**config.mk**
```make
export PLATFORM = sky130hd
export DESIGN_NAME = sensor_scanner_flat
export DESIGN_NICKNAME = d
export VERILOG_FILES = /design/src/rtl/sensor_scanner_if.sv /design/src/rtl/sensor_scanner.sv /design/src/flat_wrapper.sv
export SDC_FILE = /design/constraint.sdc
export NUM_CORES = 1
export LEC_CHECK = 0
export CAP_MARGIN = 0
export CORE_MARGIN = 5
export CORE_UTILIZATION = 55
export CTS_CLUSTER_DIAMETER = 30
export CTS_CLUSTER_SIZE = 12
export DETAILED_ROUTE_END_ITERATION = 7
export PLACE_DENSITY_LB_ADDON = 0.1
export SLEW_MARGIN = 20
export SYNTH_ARGS = -nofsm -noshare
export SYNTH_HDL_FRONTEND = slang
export SYNTH_SLANG_ARGS = --single-unit
```
**constraint.sdc**
```tcl
create_clock -name clk -period 4.4 [get_ports clk]
set_clock_uncertainty 0.2 [all_clocks]
set_input_delay 1.1 -clock clk [delete_from_list [all_inputs] [get_ports clk]]
set_output_delay 1.1 -clock clk [all_outputs]
set_load 0.03 [all_outputs]
```
**src/rtl/sensor_scanner_if.sv**
```systemverilog
// Request/acknowledge link between the scanner and the polled height sensors.
// The master drives the sensor select and request; the slave returns ack and data.
interface sensor_scanner_if;
    logic [1:0] sens_sel;
    logic       sens_req;
    logic       sens_ack;
    logic [7:0] sens_data;

    modport master (output sens_sel, output sens_req, input sens_ack, input sens_data);
    modport slave  (input sens_sel, input sens_req, output sens_ack, output sens_data);
endinterface

```
**src/rtl/sensor_scanner.sv**
```systemverilog
// Polls four height sensors in turn, holding readings in shadow registers and
// publishing them as one coherent frame; a silent sensor reads as 0 with its fault bit set.
module sensor_scanner #(
    parameter int unsigned TIMEOUT  = 15,
    parameter int unsigned IDLE_GAP = 4
) (
    input  logic             clk,
    input  logic             rst,
    input  logic             enable,
    sensor_scanner_if.master bus,
    output logic [7:0]       sensor1,
    output logic [7:0]       sensor2,
    output logic [7:0]       sensor3,
    output logic [7:0]       sensor4,
    output logic [3:0]       fault,
    output logic             frame_valid
);

    typedef enum logic [1:0] {
        S_IDLE,
        S_REQ,
        S_GAP,
        S_PUBLISH
    } state_t;

    state_t     r_state;
    state_t     w_next;
    logic [1:0] r_idx;
    logic [7:0] r_wait;
    logic [7:0] r_idle_cnt;
    logic       r_gap_done;
    logic [7:0] r_shadow [4];
    logic [3:0] r_sfault;

    logic w_gap_ok;
    logic w_timeout;
    logic w_last;

    // r_gap_done lets the very first frame after reset start without waiting out the gap
    assign w_gap_ok  = r_gap_done || (r_idle_cnt == 8'(IDLE_GAP));
    assign w_timeout = (r_wait == 8'(TIMEOUT - 1));
    assign w_last    = (r_idx == 2'd3);

    assign bus.sens_req = (r_state == S_REQ);
    assign bus.sens_sel = r_idx;

    always_ff @(posedge clk or posedge rst) begin
        if (rst) begin
            r_state <= S_IDLE;
        end else begin
            r_state <= w_next;
        end
    end

    always_comb begin
        w_next = r_state;
        case (r_state)
            S_IDLE: begin
                if (enable && w_gap_ok) begin
                    w_next = S_REQ;
                end
            end
            S_REQ: begin
                if (bus.sens_ack || w_timeout) begin
                    w_next = w_last ? S_PUBLISH : S_GAP;
                end
            end
            S_GAP:     w_next = S_REQ;
            S_PUBLISH: w_next = S_IDLE;
            default:   w_next = S_IDLE;
        endcase
    end

    always_ff @(posedge clk or posedge rst) begin
        if (rst) begin
            r_idx       <= '0;
            r_wait      <= '0;
            r_idle_cnt  <= '0;
            r_gap_done  <= 1'b1;
            r_sfault    <= '0;
            for (int unsigned i = 0; i < 4; i++) begin
                r_shadow[i] <= '0;
            end
            sensor1     <= '0;
            sensor2     <= '0;
            sensor3     <= '0;
            sensor4     <= '0;
            fault       <= '0;
            frame_valid <= 1'b0;
        end else begin
            frame_valid <= 1'b0;
            case (r_state)
                S_IDLE: begin
                    if (enable && w_gap_ok) begin
                        r_idx  <= '0;
                        r_wait <= '0;
                    end else if (r_idle_cnt != 8'(IDLE_GAP)) begin
                        r_idle_cnt <= r_idle_cnt + 8'd1;
                    end
                end
                S_REQ: begin
                    // Ack has priority over the timeout firing on the same edge
                    if (bus.sens_ack) begin
                        r_shadow[r_idx] <= bus.sens_data;
                        r_sfault[r_idx] <= 1'b0;
                    end else if (w_timeout) begin
                        r_shadow[r_idx] <= '0;
                        r_sfault[r_idx] <= 1'b1;
                    end else begin
                        r_wait <= r_wait + 8'd1;
                    end
                end
                S_GAP: begin
                    r_idx  <= r_idx + 2'd1;
                    r_wait <= '0;
                end
                S_PUBLISH: begin
                    sensor1     <= r_shadow[0];
                    sensor2     <= r_shadow[1];
                    sensor3     <= r_shadow[2];
                    sensor4     <= r_shadow[3];
                    fault       <= r_sfault;
                    frame_valid <= 1'b1;
                    r_idle_cnt  <= '0;
                    r_gap_done  <= 1'b0;
                end
                default: ;
            endcase
        end
    end

endmodule

```
**src/flat_wrapper.sv**
```systemverilog
// flat-port wrapper written by rule: the top's interface ports become plain ports
module sensor_scanner_flat 
#(
    parameter int unsigned TIMEOUT  = 15,
    parameter int unsigned IDLE_GAP = 4
)
  (clk, rst, enable, sensor1, sensor2, sensor3, sensor4, fault, frame_valid, bus_sens_sel, bus_sens_req, bus_sens_ack, bus_sens_data);
  sensor_scanner_if bus_i ();
  input  logic clk;
  input  logic rst;
  input  logic enable;
  output logic [7:0] sensor1;
  output logic [7:0] sensor2;
  output logic [7:0] sensor3;
  output logic [7:0] sensor4;
  output logic [3:0] fault;
  output logic frame_valid;
  output wire logic [$bits(bus_i.sens_sel)-1:0] bus_sens_sel;
  output wire logic [$bits(bus_i.sens_req)-1:0] bus_sens_req;
  input wire logic [$bits(bus_i.sens_ack)-1:0] bus_sens_ack;
  input wire logic [$bits(bus_i.sens_data)-1:0] bus_sens_data;
  assign bus_sens_sel = bus_i.sens_sel;
  assign bus_sens_req = bus_i.sens_req;
  assign bus_i.sens_ack = bus_sens_ack;
  assign bus_i.sens_data = bus_sens_data;
  sensor_scanner #(.TIMEOUT(TIMEOUT), .IDLE_GAP(IDLE_GAP)) u_core (.clk(clk), .rst(rst), .enable(enable), .bus(bus_i), .sensor1(sensor1), .sensor2(sensor2), .sensor3(sensor3), .sensor4(sensor4), .fault(fault), .frame_valid(frame_valid));
endmodule
```
==> results.py <==
metrics = {
    "routing": {
        "routed_via_density": 5.67,
        "route.final.wire_length_um": 8290,
        "drtIter0Drc": 69,
        "first_pass_iters": 4,
        "ant_nets": 0,
        "via_count": 2749,
        "drc": 0,
        "wl_per_cell_um": 17.1,
    },
    "critical_path": {
        "arrival_ps": 2250,
        "r2r_setup_slack_ps": 1800,
        "r2r-end": "u_core.r_wait[2]",
        "cp_max_fo": 21,
        "critPathMaxStageDelay_ps": 800,
        "cp-start-kind": "register",
        "critPathCaptureType": "output pin",
        "rr_startpoint": "u_core.r_idle_cnt[0]",
        "crit_family": "buffers and inverters",
        "rr_worst_depth": 6,
        "critical_path_buf_inv_count": 2,
        "cp_slowest_cell": "clkdlybuf4s50_1",
        "path_cells": "inv_1 -> ha_1 -> clkdlybuf4s50_1",
        "cp.required_ps": 3100,
        "path_class": "reg2out",
    },
    "synthesis": {
        "synth-main-ff-cell": "dfrtp_1",
        "syn_area_mm2": 0.00424,
        "syn_nets": 352,
        "postSynthAreaPerCell_um2": 12.9,
        "synthDistinctLibCells": 44,
        "synth-warning-count": 0,
        "async_flop_share_pct": 100,
        "synth-edff-count": 0,
        "synthCells": 328,
        "seq_area_frac_synth_pct": 55.5,
        "ys_ff_latch": 94,
    },
    "place": {
        "gp_congestion": 0.817,
        "place_inst": 469,
        "port_buffers": 51,
        "dp_hpwl_um": 5570,
        "postPlaceCellArea_mm2": 0.00481,
    },
    "final_layout": {
        "area_delta_synth_final_pct": 17.6,
        "layout_common_cells": "dfrtp_1, mux2_2, clkdlybuf4s50_1, inv_1, nand3_1",
        "final_common_cell": "dfrtp_1",
        "diodes": 0,
        "final_cells": 485,
        "final_layout_size_suffix_gt1_share_pct": 26.1,
        "final_area_mm2": 0.00499,
        "layout.nets": 402,
    },
    "clock_network": {
        "hold_buffers": 0,
        "insertion_delay_ps": 350,
        "path_clk_slew_ps": 90,
        "root_buffer": "clkbuf_8",
        "cts-resized-gates": 0,
        "cts_made_buffers": 9,
        "htreeDepth": 3,
        "clock_path_buffers": 2,
        "cts_tree": "yes",
        "cts_setup_buffers": 0,
        "clock_sinks": 94,
    },
    "global_route": {
        "grt-ovfl-total": 0,
        "grt_pass1_vias": 2730,
        "grt_start_max_net_pins": 53,
        "grt_util_all_layers_pct": 18.1,
        "antenna_found_initial": 0,
        "grt_pass1_wl_um": 14200,
    },
    "run_status": {
        "outcome": "finished, final reports clean",
    },
    "min_path": {
        "worstHoldEndpoint": "u_core.r_gap_done",
        "hold_path.startpoint": "u_core.r_gap_done",
        "hold_depth": 1,
        "min_path_type": "reg2reg",
    },
    "timing": {
        "whs_ps": 291,
        "relSlewSlack_pct": 28.6,
        "finalSetupTns_ps": 0,
        "final.min_clock_period_ps": 3550,
        "finalHoldViolCount": 0,
        "slew_viol_final": 0,
        "worstMarginPinSlew_ps": 1070,
        "setup_violations": 0,
        "fmax_mhz": 281,
        "rsz0062_at_grt": "no",
        "timing.final.crit_share_pct": 80.8,
    },
    "power_and_ir_drop": {
        "power_mw": 3.66,
        "pwr-share-comb_pct": 45.5,
        "p_sw_share_pct": 39.7,
        "intPower_mw": 2.21,
        "p_per_area_mw_per_mm2": 734,
        "pwr-share-seq_pct": 40.4,
        "ir_drop_uv": 353,
        "p_leak_nw": 2.31,
        "switchingPower_mw": 1.46,
        "pwr-share-clk_pct": 14.1,
    },
    "floorplanning": {
        "die_area_mm2": 0.00957,
        "fp.dieW_um": 97.8,
        "core-area_mm2": 0.00761,
        "dieHeight_um": 97.8,
        "row_count": 32,
        "ios": 52,
        "start_util_pct": 55.8,
    },
    "job": {
        "drv_cap": 0,
    },
}
## state kept, by name, summed over array words and instances, names as in the netlist, named ones only
signal               cells
u_core.sensor3           8
u_core.r_shadow         32
u_core.r_wait            8
u_core.bus.sens_sel      2
u_core.r_gap_done        1
u_core.sensor4           8
u_core.sensor2           8
u_core.r_idle_cnt        8
u_core.frame_valid       1
u_core.fault             4
u_core.sensor1           8
u_core.r_state           2
## worst max path at each step
| stage | from | endpoint | slack, ps | cells past startpoint |
|---|---|---|---|---|
| 2_1_floorplan | rst | asynchronous set/reset pin | 650 | 1 |
| 3_3_place_gp | bus_sens_ack | u_core.r_shadow[2] | 1080 | 4 |
| 3_5_place_dp | bus_sens_ack | u_core.r_shadow[4] | 1060 | 4 |
| 4_1_cts | u_core.r_state[1] | bus_sens_req | 840 | 3 |
| 5_1_grt | u_core.r_state[1] | bus_sens_req | 730 | 3 |
| 6_report | u_core.r_state[1] | bus_sens_req | 850 | 3 |
## area by class of cell
cell class / count / area, um^2
Fill cell: 620 / 2620
Sequential cell: 94 / 2350
Multi-Input combinational cell: 198 / 1710
Timing Repair Buffer: 53 / 538
Clock buffer: 10 / 128
Tap cell: 102 / 128
Inverter: 22 / 83.8
Clock inverter: 6 / 47.5
## synth_stat cells (3+ instances only)
cell type	n	area share [%]
a21oi_1	5	0.59
a31oi_1	10	1.5
and2_1	9	1.3
and3_1	4	0.59
and3_2	3	0.53
clkbuf_1	8	0.71
clkbuf_8	3	0.97
dfrtp_1	93	55
ha_1	12	3.5
inv_1	22	1.9
mux2_2	69	18
mux2i_1	4	0.94
nand2_1	8	0.71
nand3_1	17	2.0
nand4_1	4	0.59
nor2_1	6	0.53
nor3_1	7	0.83
nor4_1	4	0.59
o21ai_0	5	0.59
o221ai_1	5	1.0
## metal layers
metal  vias up  global-route usage, %  wire, um
met3         7                   3.50       330
li1       1292                      -         -
met4         0                   5.11        67
met5         -                      0         0
met1      1390                   26.5      4010
met2        60                   27.7      3890
## logic make-up (layout without fill, tap and decap cells)
logic type	count (synthesis)	count (layout)	synth area share, %
fa+ha+maj	12	12	3.54
simple gates	72	72	9.82
buf+inv	36	91	4.28
flops	94	94	55.5
mux	73	73	19.3
compound gates	41	41	7.64
## worst reg2reg max path, delay by kind of cell (launching register included)
kind	cells	cell delay (ps)
AOI/OAI and AO/OA	2	690
adders and majority gates	1	150
buffers and inverters	1	80
DFF	1	440
and+or+nand+nor	2	920
## power groups by stage
stage          Sequential, mW  Clock, mW  Combinational, mW
6_report                 1.48      0.515               1.67
5_1_grt                  1.53      0.566               1.81
4_1_cts                  1.48      0.530               1.68
3_5_place_dp             1.49          0               1.67
3_3_place_gp             1.48          0               1.64
2_1_floorplan            1.70          0              0.962
## per-stage QoR
step / util (%) / worst slack [ps]
after floorplan: - / 653
after global placement: 63.3 / 1080
after detailed placement: 63.3 / 1060
after CTS: 65.6 / 838
after global routing: 65.6 / 729
final: 65.6 / 845
Note: power is estimated with default switching activity, not from simulation.
